**src/rtl/spi_arb_pkg.sv**
```systemverilog
// Shared types and helpers for the SPI bus arbiter.
package spi_arb_pkg;

    typedef enum logic [1:0] {
        OWNED  = 2'd0,
        BUSY   = 2'd1,
        SWITCH = 2'd2
    } arb_state_e;

    localparam logic SCLK_IDLE_DEFAULT = 1'b0;

    // Index width for n items, never below one bit.
    function automatic int unsigned idx_w(input int unsigned n);
        return (n > 1) ? $clog2(n) : 1;
    endfunction

endpackage

```
**src/rtl/spi_bus_arbiter_rr.sv**
```systemverilog
// Combinational round-robin pick: first requester after cur_i, wrapping; cur_i itself is checked last.
module rr_next_idx #(
    parameter int unsigned N     = 4,
    parameter int unsigned IDX_W = 2
) (
    input  logic [N-1:0]     req_i,
    input  logic [IDX_W-1:0] cur_i,
    output logic [IDX_W-1:0] nxt_c,
    output logic             valid_c
);

    int j;

    // Walk from farthest to nearest so the nearest requester is the last write.
    always_comb begin
        nxt_c   = cur_i;
        valid_c = 1'b0;
        j       = 0;
        for (int k = int'(N); k >= 1; k--) begin
            j = int'(cur_i) + k;
            if (j >= int'(N)) begin
                j = j - int'(N);
            end
            if (req_i[IDX_W'(j)]) begin
                nxt_c   = IDX_W'(j);
                valid_c = 1'b1;
            end
        end
    end

endmodule

```
**src/rtl/spi_bus_arbiter.sv**
```systemverilog
// Shares one SPI pin set among NUM_MASTERS masters; ownership moves only while idle, behind a guard gap.
module spi_bus_arbiter
    import spi_arb_pkg::*;
#(
    parameter int unsigned NUM_MASTERS  = 4,
    parameter int unsigned SS_WIDTH     = 3,
    parameter int unsigned GUARD_CYCLES = 4,
    parameter logic        CPOL         = SCLK_IDLE_DEFAULT,
    localparam int unsigned IDX_W       = idx_w(NUM_MASTERS)
) (
    input  logic                            clk,
    input  logic                            rst,
    input  logic                            mode_auto_i,
    input  logic [IDX_W-1:0]                sel_i,
    input  logic [NUM_MASTERS-1:0]          req_i,
    input  logic                            clr_i,
    input  logic [NUM_MASTERS-1:0]          m_sclk_i,
    input  logic [NUM_MASTERS-1:0]          m_mosi_i,
    input  logic [NUM_MASTERS*SS_WIDTH-1:0] m_ss_n_i,
    output logic [NUM_MASTERS-1:0]          m_miso_o,
    output logic                            spi_sclk_o,
    output logic                            spi_mosi_o,
    output logic [SS_WIDTH-1:0]             spi_ss_n_o,
    input  logic                            spi_miso_i,
    output logic [NUM_MASTERS-1:0]          grant_o,
    output logic                            busy_o,
    output logic                            switching_o,
    output logic [NUM_MASTERS-1:0]          collision_o,
    output logic                            sel_err_o
);

    localparam int unsigned CNT_W = idx_w(GUARD_CYCLES);

    arb_state_e             state_q, state_d;
    logic [IDX_W-1:0]       owner_q, owner_d;
    logic [IDX_W-1:0]       tgt_q, tgt_d;
    logic [CNT_W-1:0]       cnt_q, cnt_d;
    logic [NUM_MASTERS-1:0] grant_q, grant_d;
    logic [NUM_MASTERS-1:0] collision_q, collision_d;
    logic                   sel_err_q, sel_err_d;
    logic                   busy_q, busy_d;
    logic                   switching_q, switching_d;

    logic [NUM_MASTERS-1:0] ss_low;
    logic [IDX_W-1:0]       rr_idx;
    logic                   rr_valid;
    logic                   sel_bad;
    logic [IDX_W-1:0]       target;
    logic                   owner_active;

    rr_next_idx #(
        .N     (NUM_MASTERS),
        .IDX_W (IDX_W)
    ) u_rr (
        .req_i   (req_i),
        .cur_i   (owner_q),
        .nxt_c   (rr_idx),
        .valid_c (rr_valid)
    );

    // A master is active when any of its SS_n lines is low.
    always_comb begin
        ss_low = '0;
        for (int i = 0; i < int'(NUM_MASTERS); i++) begin
            ss_low[i] = ~&m_ss_n_i[i*SS_WIDTH +: SS_WIDTH];
        end
    end

    assign owner_active = ss_low[owner_q];
    assign sel_bad      = ({1'b0, sel_i} >= (IDX_W+1)'(NUM_MASTERS));

    always_comb begin
        target = owner_q;
        if (mode_auto_i) begin
            if (rr_valid) begin
                target = rr_idx;
            end
        end else if (!sel_bad) begin
            target = sel_i;
        end
    end

    // Ownership FSM, stickies and registered status.
    always_comb begin
        state_d     = state_q;
        owner_d     = owner_q;
        tgt_d       = tgt_q;
        cnt_d       = cnt_q;
        collision_d = collision_q;
        sel_err_d   = sel_err_q;
        grant_d     = '0;

        unique case (state_q)
            OWNED: begin
                if (owner_active) begin
                    state_d = BUSY;
                end else if (target != owner_q) begin
                    state_d = SWITCH;
                    cnt_d   = CNT_W'(GUARD_CYCLES - 1);
                    tgt_d   = target;
                end
            end
            BUSY: begin
                if (!owner_active) begin
                    state_d = OWNED;
                end
            end
            SWITCH: begin
                if (cnt_q == '0) begin
                    owner_d = tgt_q;
                    state_d = OWNED;
                end else begin
                    cnt_d = cnt_q - CNT_W'(1);
                end
            end
            default: state_d = OWNED;
        endcase

        for (int i = 0; i < int'(NUM_MASTERS); i++) begin
            if (ss_low[i] && ((IDX_W'(i) != owner_q) || (state_q == SWITCH))) begin
                collision_d[i] = 1'b1;
            end else if (clr_i) begin
                collision_d[i] = 1'b0;
            end
        end

        if (!mode_auto_i && sel_bad) begin
            sel_err_d = 1'b1;
        end else if (clr_i) begin
            sel_err_d = 1'b0;
        end

        grant_d[owner_d] = 1'b1;
        busy_d           = (state_d == BUSY);
        switching_d      = (state_d == SWITCH);
    end

    always_ff @(posedge clk) begin
        if (rst) begin
            state_q     <= OWNED;
            owner_q     <= '0;
            tgt_q       <= '0;
            cnt_q       <= '0;
            grant_q     <= NUM_MASTERS'(1);
            collision_q <= '0;
            sel_err_q   <= 1'b0;
            busy_q      <= 1'b0;
            switching_q <= 1'b0;
        end else begin
            state_q     <= state_d;
            owner_q     <= owner_d;
            tgt_q       <= tgt_d;
            cnt_q       <= cnt_d;
            grant_q     <= grant_d;
            collision_q <= collision_d;
            sel_err_q   <= sel_err_d;
            busy_q      <= busy_d;
            switching_q <= switching_d;
        end
    end

    // Pin and MISO routing; the guard gap parks the bus idle.
    always_comb begin
        m_miso_o = '0;
        if (state_q == SWITCH) begin
            spi_sclk_o = CPOL;
            spi_mosi_o = 1'b0;
            spi_ss_n_o = '1;
        end else begin
            spi_sclk_o        = m_sclk_i[owner_q];
            spi_mosi_o        = m_mosi_i[owner_q];
            spi_ss_n_o        = m_ss_n_i[owner_q*SS_WIDTH +: SS_WIDTH];
            m_miso_o[owner_q] = spi_miso_i;
        end
    end

    assign grant_o     = grant_q;
    assign busy_o      = busy_q;
    assign switching_o = switching_q;
    assign collision_o = collision_q;
    assign sel_err_o   = sel_err_q;

endmodule
```
**config.mk**
```make
export PLATFORM = sky130hd
export DESIGN_NAME = spi_bus_arbiter
export DESIGN_NICKNAME = d
export VERILOG_FILES = /design/src/rtl/spi_arb_pkg.sv /design/src/rtl/spi_bus_arbiter_rr.sv /design/src/rtl/spi_bus_arbiter.sv
export SDC_FILE = /design/constraint.sdc
export NUM_CORES = 1
export LEC_CHECK = 0
export BUFFER_PORTS_ARGS = -buffer_cell sky130_fd_sc_hd__buf_2
export CORE_ASPECT_RATIO = 0.8
export CORE_MARGIN = 10
export CORE_UTILIZATION = 51
export DETAILED_ROUTE_END_ITERATION = 6
export GPL_TIMING_DRIVEN = 0
export PLACE_DENSITY = 0.85
export SETUP_SLACK_MARGIN = 0.4
export SYNTH_ARGS = -nofsm -noshare
export SYNTH_HDL_FRONTEND = slang
export SYNTH_SLANG_ARGS = --single-unit
```
**constraint.sdc**
```tcl
create_clock -name clk -period 4.2 [get_ports clk]
set_clock_uncertainty 0.15 [all_clocks]
set_input_delay 0.42 -clock clk [delete_from_list [all_inputs] [get_ports clk]]
set_output_delay 0.42 -clock clk [all_outputs]
set_load 0.01 [all_outputs]
```
# Word level (Yosys, flattened, before mapping)
# Cells that the tools add are included.
[totals]
register_bits = 18
in_bits = 31
output_inout_bits = 20
wordCells = 131
[op_classes]
addsub = 9
n_mul = 1
magnitude_cmp = 12
eq_ne = 11
n_shift = 1
mux = 56
bitwise = 2
n_reduce_logical = 28
[ops]
columns = ["op", "n"]
rows = [
  ["2-to-1 mux 2 bit", 19],
  ["2-to-1 mux 1 bit", 24],
  ["less-than comparator 2 x 4 -> 1 bit (second input constant)", 4],
  ["AND reduction 3 bit", 5],
  ["binary-select mux 1 bit (select 2 bit)", 7],
  ["nonzero test 2 bit", 6],
  ["indexed part select 12 x 5 -> 3 bit", 1],
  ["subtractor 2 x 1 -> 2 bit (second input constant)", 5],
  [">= comparator 3 bit (second input constant)", 3],
  ["adder 2 x 2 -> 3 bit (second input constant)", 2],
  ["logical AND 1 bit", 6],
  ["less-than comparator 2 x 3 -> 1 bit (second input constant)", 2],
  ["!= test 2 bit (second input constant)", 3],
  ["one-hot mux 2 bit (3 select lines)", 1],
  ["adder 2 x 3 -> 4 bit (second input constant)", 1],
  ["AND 4 bit", 1],
  ["demux 1 bit (select 2 bit)", 2],
  ["equality test 2 x 1 -> 1 bit (second input constant)", 2],
  ["equality test 2 bit (second input constant)", 2],
  [">= comparator 2 x 1 -> 1 bit (second input constant)", 2],
  [">= comparator 4 x 3 -> 1 bit (second input constant)", 1],
  ["zero test 1 bit", 4],
  ["zero test 2 bit", 2],
  ["logical OR 1 bit", 4],
  ["10 further kinds", 11],
]

# Longest topological paths before layout
# Gate-level depths: netlist (run 1).
[depth]
word_depth = 17
ltp_mapped = 9
depth_no_buf = 8

# Cells and area by module
# A second synthesis (run 1) with hierarchy kept.
[unflattened]
cells_unflattened = 120
area_unflattened_um2 = 1094.8
[by_module_without_submodules]
columns = ["module", "instances", "cells_per_inst", "area_per_inst_um2"]
rows = [
  ["spi_bus_arbiter", 1, 106, 1012.2],
  ["rr_next_idx", 1, 14, 82.6],
]

# Worst setup path before layout (run 1)
# Ideal clock, no wire load.
[synth_timing]
kind = "register -> register"
from = "register owner_q[0]"
to = "register cnt_q[0]"
setup_ps = 120
t_arrival_ps = 1953
required_ps = 3930
path_slack_ps = 1978
stages_incl_launch_ff = 9
path_buffers = 1
period_less_slack_ps = 2222
cell_sequence = "dfxtp_1 -> buf_2 -> inv_1 -> ha_1 -> and2_1 -> o311ai_1 -> or4_4 -> nand2_2 -> o31a_1"
[synth_via]
elab_chain_cells = 15
elab_cells_between_ends = 44
cone_classes = "add/sub: 8; order compare: 4; eq/ne: 3; mux: 28; reduce/logical: 1"
[synth_lines]
columns = ["item", "line", "text"]
rows = [
  ["start, declared", "spi_bus_arbiter.sv:35", "logic [IDX_W-1:0] owner_q, owner_d;"],
  ["start signal, assigned", "spi_bus_arbiter.sv:151", "owner_q <= owner_d;"],
  ["adder 2 x 3 -> 4 bit", "spi_bus_arbiter_rr.sv:20", "j = int'(cur_i) + k;"],
  [">= comparator 4 x 3 -> 1 bit / subtractor 2 x 1 -> 2 bit (equally long branches)", "spi_bus_arbiter_rr.sv:21, spi_bus_arbiter_rr.sv:22", ""],
  ["2-to-1 mux 2 bit", "spi_bus_arbiter_rr.sv:21", "if (j >= int'(N)) begin"],
  ["binary-select mux 1 bit (select 2 bit)", "spi_bus_arbiter_rr.sv:24", "if (req_i[IDX_W'(j)]) begin"],
  ["2-to-1 mux 1 bit (not written as such) (2 in a row)", "spi_bus_arbiter_rr.sv:24", ""],
  ["2-to-1 mux 2 bit / 2-to-1 mux 1 bit (equally long branches) (4 in a row)", "spi_bus_arbiter_rr.sv:24", ""],
  ["2-to-1 mux 2 bit", "spi_bus_arbiter.sv:75", "if (rr_valid) begin"],
  ["2-to-1 mux 2 bit", "spi_bus_arbiter.sv:74", "if (mode_auto_i) begin"],
  ["!= test 2 bit", "spi_bus_arbiter.sv:97", "end else if (target != owner_q) begin"],
  ["!= test 2 bit (no line)", "--", ""],
  ["AND reduction 4 bit (no line) *", "--", ""],
  ["end signal, assigned", "spi_bus_arbiter.sv:153", "cnt_q <= cnt_d;"],
  ["end, declared", "spi_bus_arbiter.sv:37", "logic [CNT_W-1:0] cnt_q, cnt_d;"],
]
# Every way passes the cells marked *; elsewhere a longest branch is shown, timed or not. The select of a mux whose other input is x is not followed.
# A chain may end at the register's enable or synchronous reset.

# Worst setup path in the final report (run 1)
[layout_timing]
from = "register owner_q[0]"
to = "output spi_ss_n_o[2]"
[layout_via]
elab_chain_cells = 3
[layout_lines]
columns = ["item", "line", "text"]
rows = [
  ["multiplier 2 x 2 -> 4 bit", "spi_bus_arbiter.sv:172", "spi_ss_n_o = m_ss_n_i[owner_q*SS_WIDTH +: SS_WIDTH];"],
  ["indexed part select 12 x 5 -> 3 bit", "spi_bus_arbiter.sv:172", ""],
  ["2-to-1 mux 3 bit", "spi_bus_arbiter.sv:165", "if (state_q == SWITCH) begin"],
  ["end, declared", "spi_bus_arbiter.sv:23", "output logic [SS_WIDTH-1:0] spi_ss_n_o,"],
]
# Every way passes these cells.

==> results.json, run 1 <==
{
  "status": "complete, no violations",
  "wl_per_cell_um": 16.70,
  "yosysSeqAreaShare": 0.3013,
  "grt_setup_unrepaired": "false",
  "hold_slack_ns": 0.2316,
  "core-area_sq_um": 2196,
  "ir_drop_mv": 0.2457,
  "postCtsHoldBufs": 0,
  "syn_nets": 168,
  "finalHoldViolations": 0,
  "row_count": 15,
  "numPortBuffers": 49,
  "postPlaceCellArea_sq_um": 1473,
  "cp_max_fo": 10,
  "antenna_found_initial": 0,
  "dr.pass1.iters": 6,
  "synth_edf_count": 0,
  "drt_iter0_markers": 94,
  "pre_cts_ws_ns": 1.705,
  "cts_tree": "done",
  "syn2layout_area_growth_pct": 26.15,
  "dieWidth_um": 74.15,
  "grt_pass1_wl_um": 5761,
  "fin_nets": 222,
  "fin_crit_sh": 0.6308,
  "synthArstFlopShare": 0,
  "setup_slack_ns": 1.551,
  "ys.flop_type": "dfxtp_1",
  "via_per_inst": 5.876,
  "ys_warn_count": 0,
  "diodes": 0,
  "hpwl_um": 2948,
  "fin_tns_setup_ns": 0,
  "fmax_mhz": 377.5,
  "ys_ff_latch": 18,
  "ant_nets": 0,
  "grtUsageMet1": 0.1602,
  "fin_util": 0.6872,
  "clock_latency_ns": 0.29,
  "use_met2": 0.2553,
  "power.density_nw_per_um2": 233.7,
  "setup_viol": 0,
  "cap_violations": 0,
  "slew_viol_final": 0,
  "cts-root-buf": "clkbuf_4",
  "final_cell_area_sq_um": 1509,
  "gr-total-overflow": 0,
  "cts_buffers": 3,
  "drc": 0,
  "fillers": 194,
  "avgSynthCellArea_sq_um": 9.062,
  "num_io_pins": 51,
  "drive_gt1_frac": 0.3784,
  "grt_pass1_vias": 1262,
  "vias": 1234,
  "grt_util_all_layers": 0.1456,
  "path_class": "flip-flop to output port",
  "clock_path_buffers": 2,
  "use_met3": 0.06729,
  "clk_pin_slew_ns": 0.10,
  "worstHoldPathType": "primary input to flip-flop",
  "end_kind": "output port",
  "synthCells": 132,
  "min_period_ns": 2.649,
  "h-tree-depth": 1,
  "cts.repair.resized": 0,
  "p_leak_nw": 0.7236,
  "finalWirelength_um": 3508,
  "gp_congestion": 0.8965,
  "cts_num_sinks": 18,
  "cp.required_ns": 3.63,
  "ys_types": 40,
  "postCtsSetupRepairBufs": 0,
  "die_h_um": 63.32,
  "arrival_ns": 2.08,
  "syn-cell-area_sq_um": 1196,
  "initial_core_util": 0.5447,
  "die_area_sq_um": 4694,
  "grt-busiest-layer": "met2",
  "grt_max_degree": 11,
  "cp-start-kind": "flip-flop"
}
## Yosys cell counts, types with 3 or more instances
cell type,n,area [sq um]
nand2_1,7,26.28
and3_1,4,25.02
buf_2,3,15.01
nor2_1,15,56.30
or2_1,3,18.77
a22oi_1,4,30.03
inv_1,4,15.01
o31a_1,3,26.28
nand2b_1,3,18.77
dfxtp_1,18,360.4
and2_1,5,31.28
nor3_1,5,25.02
nor3b_1,3,22.52
mux4_2,6,135.1
a21oi_1,6,30.03
nand3_1,6,30.03
mux2i_1,4,40.04
ha_1,5,62.56
## stage by stage
stage,power (mW),cells
6_report,0.3526,210
5_1_grt,0.3727,210
4_1_cts,0.3559,210
3_5_place_dp,0.2516,206
3_3_place_gp,0.2485,206
2_1_floorplan,0.2190,132
## worst paths after layout
path	startpoint	end	slack (ns)	cells after the start
max	owner_q[0]$_SDFF_PP0_	spi_ss_n_o[2]	1.55	5
max reg2reg	owner_q[0]$_SDFF_PP0_	cnt_q[1]$_SDFFE_PP0P_	1.64	8
min	rst	owner_q[1]$_SDFF_PP0_	0.23	2
min reg2reg	tgt_q[0]$_SDFFE_PP0P_	tgt_q[0]$_SDFFE_PP0P_	0.33	2
## cells by family (layout without fill, tap and decap cells)
group | Yosys count | after routing | share of synthesized area
DFF | 18 | 18 | 0.3013
adders and majority gates | 5 | 5 | 0.05230
muxes | 13 | 13 | 0.1747
AOI/OAI and AO/OA | 25 | 25 | 0.1580
and+or+nand+nor | 57 | 57 | 0.2552
xor gates and xnor gates | 2 | 2 | 0.01465
other | 1 | 1 | 0.003135
buffers and inverters | 11 | 64 | 0.04079
## flip-flops by register name, summed over array words and instances, names as in the netlist
signal / flops
state_q: 2
tgt_q: 2
owner_q: 2
switching_o: 1
cnt_q: 2
busy_o: 1
collision_o: 4
grant_o: 4
## layout make-up
class | instances | area (sq um) | share of cell area
tap | 25 | 31.28 | 0.02073
timing repair buffer | 49 | 245.2 | 0.1625
sequential | 18 | 360.3 | 0.2388
multi-input combinational | 103 | 787.0 | 0.5216
inverter | 5 | 18.77 | 0.01244
buffer | 6 | 30.03 | 0.01990
clock buffer | 4 | 36.28 | 0.02405
## where the power goes
part           total, mW  internal (mW)  switching (mW)
Sequential         0.181          0.177         0.00401
Combinational     0.0675         0.0333          0.0342
Clock              0.104         0.0528          0.0516
## routing by layer
metal,part of all wire,up-vias
met5,0,-
met4,0,0
met3,0.15,0
met2,0.49,75
met1,0.36,565
li1,-,594
## critical path, stage by stage (launching register included)
cell and delay (ns):
dfxtp_1 0.37, buf_2 0.21, buf_2 0.31, mux4_2 0.54
or2_1 0.21, buf_2 0.14
## cells in the final DEF, fill, tap and decap left out, types with 2 or more instances in the layout
cell	n
o31a_1	3
o311ai_0	2
mux2i_1	4
and2_1	5
o21ai_0	2
mux2_2	2
clkbuf_4	3
nand3_1	6
dfxtp_1	18
xor2_1	2
and3_1	4
buf_2	52
or2_1	3
inv_1	4
nand2_1	7
nor2_1	15
nor3b_1	3
nor3_1	5
ha_1	5
a22oi_1	4
a21oi_1	6
o21ba_1	2
clkbuf_1	2
mux4_2	6
nand2b_1	3
Power figures use the tool's default switching activity.
==> run 2: changes to the inputs <==
--- a/config.mk
+++ b/config.mk
@@ -8,10 +8,10 @@
 export BUFFER_PORTS_ARGS = -buffer_cell sky130_fd_sc_hd__buf_2
 export CORE_ASPECT_RATIO = 0.8
 export CORE_MARGIN = 10
-export CORE_UTILIZATION = 51
+export CORE_UTILIZATION = 42
 export DETAILED_ROUTE_END_ITERATION = 6
 export GPL_TIMING_DRIVEN = 0
-export PLACE_DENSITY = 0.85
+export PLACE_DENSITY = 0.75
 export SETUP_SLACK_MARGIN = 0.4
 export SYNTH_ARGS = -nofsm -noshare
 export SYNTH_HDL_FRONTEND = slang
==> constraint.sdc (replaced) <==
create_clock -name clk -period 2.2 [get_ports clk]
set_clock_uncertainty 0.15 [all_clocks]
set_input_delay 0.22 -clock clk [delete_from_list [all_inputs] [get_ports clk]]
set_output_delay 0.22 -clock clk [all_outputs]
set_load 0.01 [all_outputs]
==> run 2 against run 1 <==
Against the previous run:
- critical path depth is 3 higher
- critical endpoint is now tgt_q[1]$_SDFFE_PP0P_
- via count grew 2.5%
- global-route usage shrank 0.80 points
- clock power increased by 93%
- flip-flop and latch count unchanged
- worst setup slack lost 1.5 ns
- cell count increased by 12%
- die area grew 15%
- hold slack got worse by 0.20 ns
==> results.json, run 2 (synthesized netlist as in run 1, its figures left out) <==
{
  "min_period_ns": 2.143,
  "diodes": 0,
  "drive_gt1_frac": 0.5127,
  "gr-total-overflow": 0,
  "grt_max_degree": 11,
  "ir_drop_mv": 0.3550,
  "cp_max_fo": 7,
  "end_kind": "flip-flop",
  "numPortBuffers": 49,
  "fin_crit_sh": 0.9742,
  "fmax_mhz": 466.6,
  "die_area_sq_um": 5396,
  "wl_per_cell_um": 15.97,
  "path_class": "flip-flop to flip-flop",
  "gp_congestion": 0.8054,
  "tightestPinTransition_ns": 0.5209,
  "drc": 0,
  "cp-start-kind": "flip-flop",
  "arrival_ns": 2.16,
  "finalWirelength_um": 3754,
  "via_per_inst": 5.383,
  "hpwl_um": 2942,
  "grt_setup_unrepaired": "true",
  "cts_buffers": 3,
  "slew_headroom": 0.6527,
  "status": "complete, no violations",
  "ant_nets": 0,
  "drt_iter0_markers": 67,
  "num_io_pins": 51,
  "regArea_sq_um": 367.9,
  "final_common_cell": "buf_2",
  "clk_pin_slew_ns": 0.10,
  "final_cells": 235,
  "clock_path_buffers": 2,
  "ff2ff_path_depth": 8,
  "dieWidth_um": 79.67,
  "cp_slowest_cell": "or4_4",
  "cts-root-buf": "clkbuf_4",
  "fin_nets": 234,
  "p_leak_nw": 0.8168,
  "dr.pass1.iters": 4,
  "h-tree-depth": 1,
  "multiInputGateArea_sq_um": 880.8,
  "hold_slack_ns": 0.03059,
  "use_met3": 0.06366,
  "placed_cells": 219,
  "mostFrequentLayoutCells": "48 x buf_2, 14 x nor2_1, 14 x dfxtp_1, 12 x buf_4, 7 x nand2_1",
  "grt_util_all_layers": 0.1376,
  "use_met2": 0.2399,
  "clock_latency_ns": 0.29,
  "grt_pass1_vias": 1304,
  "setup_viol": 0,
  "fillers": 223,
  "path_cells": "inv_4 > buf_12 > ha_4 > and2_4 > o311ai_4 > or4_4 > nand2_4 > a311oi_2",
  "fin_util": 0.6471,
  "grt_pass1_wl_um": 6092,
  "grt-busiest-layer": "met2",
  "grtUsageMet1": 0.1481,
  "initial_core_util": 0.4359,
  "cts_tree": "done",
  "row_count": 17,
  "slew_viol_final": 0,
  "finalHoldViolations": 0,
  "whs_path_depth": 2,
  "cts_num_sinks": 18,
  "antenna_found_initial": 0,
  "power.density_nw_per_um2": 391.0,
  "core-area_sq_um": 2744,
  "max_stage_delay_ns": 0.47,
  "syn2layout_area_growth_pct": 48.43,
  "die_h_um": 67.73,
  "worstHoldPathType": "primary input to flip-flop",
  "cap_violations": 0,
  "ff2ff_setup_slack_ns": 0.06,
  "vias": 1265,
  "cp.required_ns": 2.22
}
[run 2: cell count changes in the layout (fill, tap and decap cells not counted), moves of 2 or more]
cell / before / now
mux2_4: 0 / 3
buf_4: 1 / 12
and2_1: 5 / 2
dfxtp_1: 18 / 14
buf_6: 0 / 2
buf_2: 52 / 48
and2_4: 0 / 3
mux2_2: 2 / 0
buf_12: 0 / 2
dfxtp_2: 0 / 3
[run 2: worst max-delay path, delay by kind of cell (launching register included)]
family	cells	cell delay (ns)
AOI/OAI and AO/OA	2	0.21
adders and majority gates	1	0.31
buffers and inverters	2	0.18
DFF	1	0.41
and+or+nand+nor	3	0.76
[run 2: layout make-up]
cell class | count | share of cell area
buffer | 6 | 0.03171
clock buffer | 4 | 0.02044
inverter | 5 | 0.01480
multi-input combinational | 103 | 0.4961
timing repair buffer | 61 | 0.2030
tap | 38 | 0.02678
sequential | 18 | 0.2072
[run 2: where the power goes]
group	switching [mW]	total [mW]	internal, mW	leakage, nW
Sequential	0.00911	0.346	0.337	0.149
Combinational	0.0721	0.148	0.0759	0.647
Clock	0.0997	0.201	0.101	0.0210
[run 2: worst paths after layout]
check / endpoint / from
setup / recovery: tgt_q[1]$_SDFFE_PP0P_ / owner_q[1]$_SDFF_PP0_
hold / removal: owner_q[0]$_SDFF_PP0_ / rst
setup reg to reg: tgt_q[1]$_SDFFE_PP0P_ / owner_q[1]$_SDFF_PP0_
hold reg to reg: tgt_q[0]$_SDFFE_PP0P_ / tgt_q[0]$_SDFFE_PP0P_
[run 2: repair_timing]
| item | CTS | global route |
|---|---|---|
| resized for setup | 11 | 12 |
| hold buffers | 0 | 0 |
| setup buffers | 11 | 1 |
| endpoints found under the setup margin | 15 | 16 |
| pin swaps | 6 | 4 |
[run 2: through the flow]
stage           TNS, ns  setup slack (ns)  power [mW]  cell area, sq um
6_report              0           0.05666      0.6942              1775
5_1_grt        -0.03800          -0.01619      0.7372              1775
4_1_cts               0           0.06881      0.6862              1718
3_5_place_dp          0           0.05683      0.4848              1554
3_3_place_gp          0            0.1137      0.4794              1554
2_1_floorplan         0            0.1961      0.4228              1261
[run 2: layer usage]
layer  vias to the layer above  routed length, um
met5                         -                  0
li1                        613                  -
met3                         6                374
met2                        55               1878
met4                         0                 57
met1                       591               1444
==> run 3: changes to the inputs <==
--- a/config.mk
+++ b/config.mk
@@ -9,9 +9,11 @@
 export CORE_ASPECT_RATIO = 0.8
 export CORE_MARGIN = 10
 export CORE_UTILIZATION = 42
+export CTS_CLUSTER_SIZE = 24
 export DETAILED_ROUTE_END_ITERATION = 6
 export GPL_TIMING_DRIVEN = 0
 export PLACE_DENSITY = 0.75
+export REMOVE_ABC_BUFFERS = 1
 export SETUP_SLACK_MARGIN = 0.4
 export SYNTH_ARGS = -nofsm -noshare
 export SYNTH_HDL_FRONTEND = slang
==> run 3 against run 2 <==
Against the previous run:
- critical endpoint unchanged
- hold slack improved by 0.071 ns
- register-to-register slack better by 0.08 ns
- count of clock-buffer cells in the layout did not move
==> results.json, run 3 (synthesized netlist as in run 1, its figures left out) <==
{
  "status": "complete, no violations",
  "arrival_ns": 2.08,
  "ff2ff_setup_slack_ns": 0.13,
  "die_area_sq_um": 5396,
  "slew_viol_final": 0,
  "initial_core_util": 0.4359,
  "cts-root-buf": "clkbuf_4",
  "fin_tns_setup_ns": 0,
  "core-area_sq_um": 2744,
  "wl_per_cell_um": 16.90,
  "final_common_cell": "buf_2",
  "via_per_inst": 5.502,
  "num_io_pins": 51,
  "hold_slack_ns": 0.1013,
  "numPortBuffers": 49,
  "cts_buffers": 3,
  "cp_slowest_cell": "or4_4",
  "gr-total-overflow": 0,
  "finalHoldViolations": 0,
  "setup_viol": 0,
  "clk_pin_slew_ns": 0.10,
  "ant_nets": 0,
  "seqPwrFrac": 0.498,
  "postCtsHoldBufs": 0,
  "power_mw": 0.6910,
  "postPlaceCellArea_sq_um": 1459,
  "fin_util": 0.6434,
  "slew_headroom": 0.6707,
  "diodes": 0,
  "drc": 0,
  "swShare": 0.2620,
  "drive_gt1_frac": 0.4922,
  "dieWidth_um": 79.67,
  "path_class": "flip-flop to flip-flop",
  "dr.pass1.iters": 4,
  "hpwl_um": 2779,
  "cp_max_fo": 5,
  "grt_setup_unrepaired": "true",
  "cp.required_ns": 2.21,
  "power.density_nw_per_um2": 391.4,
  "path_cells": "buf_6 > mux2_4 > mux2i_4 > o311ai_4 > or4_4 > nand2_4 > a311oi_2",
  "die_h_um": 67.73,
  "clock_path_buffers": 2,
  "row_count": 17,
  "combPwrFrac": 0.212,
  "h-tree-depth": 1,
  "cts_tree": "done",
  "fillers": 236,
  "crit_family": "simple AND/OR/NAND/NOR gates",
  "syn2layout_area_growth_pct": 47.59,
  "grt_util_all_layers": 0.1418,
  "antenna_found_initial": 0,
  "end_kind": "flip-flop",
  "fin_crit_sh": 0.9396,
  "max_stage_delay_ns": 0.45,
  "p_leak_nw": 0.8058,
  "final_cell_area_sq_um": 1765,
  "finalWirelength_um": 3905,
  "drt_iter0_markers": 64,
  "min_period_ns": 2.067,
  "vias": 1271,
  "cts_num_sinks": 18,
  "mostFrequentLayoutCells": "48 x buf_2, 15 x nor2_1, 15 x dfxtp_1, 8 x buf_4, 7 x nand2_1",
  "cp.buffers_inverters": 1,
  "grt_pass1_wl_um": 6196,
  "worstHoldPathType": "primary input to flip-flop",
  "fmax_mhz": 483.8,
  "grt_pass1_vias": 1288,
  "cp-start-kind": "flip-flop",
  "ir_drop_mv": 0.2442,
  "gp_congestion": 0.8852,
  "internal_power_mw": 0.5099,
  "switchingPower_mw": 0.1810,
  "cap_violations": 0,
  "clockPowerShare": 0.290,
  "tightestPinTransition_ns": 0.4877,
  "clock_latency_ns": 0.29,
  "grt_max_degree": 16,
  "fin_nets": 230
}
run 3: changes by cell type in the layout (fill, tap and decap cells not counted), sizes merged:
cell,delta
clkinvlp,+1
clkbuf,-2
buf,-2
inv,-1
run 3: final timing paths:
check | start | end | cells past startpoint
worst max-delay path | owner_q[1]$_SDFF_PP0_ | tgt_q[1]$_SDFFE_PP0P_ | 7
worst min-delay path | sel_i[1] | tgt_q[1]$_SDFFE_PP0P_ | 3
worst max register to register | owner_q[1]$_SDFF_PP0_ | tgt_q[1]$_SDFFE_PP0P_ | 7
worst min register to register | cnt_q[1]$_SDFFE_PP0P_ | cnt_q[1]$_SDFFE_PP0P_ | 1
run 3: layout make-up:
type / instances / area (sq um) / area share
clock buffer: 4 / 36.28 / 0.02055
inverter: 5 / 27.53 / 0.01559
multi-input combinational: 103 / 898.4 / 0.5089
sequential: 18 / 369.1 / 0.2091
tap: 38 / 47.55 / 0.02693
timing repair buffer: 63 / 386.6 / 0.2190
run 3: timing repair:
item / CTS / global route
gates resized for setup: 27 / 11
setup endpoints to repair: 19 / 17
pin swaps: 6 / 3
gates cloned: 0 / 0
buffers inserted: 14 / 0
run 3: tightest hold or removal path, stage by stage:
cell      delay (ns)
buf_2           0.11
nand2b_1        0.07
a311oi_2        0.09
run 3: through the flow:
step                      setup WS (ns)  instances
after floorplan                 -0.3899        126
after CTS                        0.1252        231
after detailed placement        -0.8179        213
after global routing            0.07097        231
final                            0.1329        231
after global placement          -0.6980        213
run 3: metal layers:
metal,GRT usage,up-vias,share of wire
li1,-,609,-
met1,0.1530,606,0.40
met2,0.2712,54,0.50
met3,0.04509,2,0.095
met4,0.02009,0,0.0013
met5,0,-,0
run 3: power by group through the flow:
stage	clock [mW]	sequential (mW)	combinational, mW
6_report	0.200	0.344	0.147
5_1_grt	0.220	0.346	0.160
4_1_cts	0.201	0.343	0.139
3_5_place_dp	0	0.353	0.124
3_3_place_gp	0	0.352	0.119
2_1_floorplan	0	0.354	0.0601
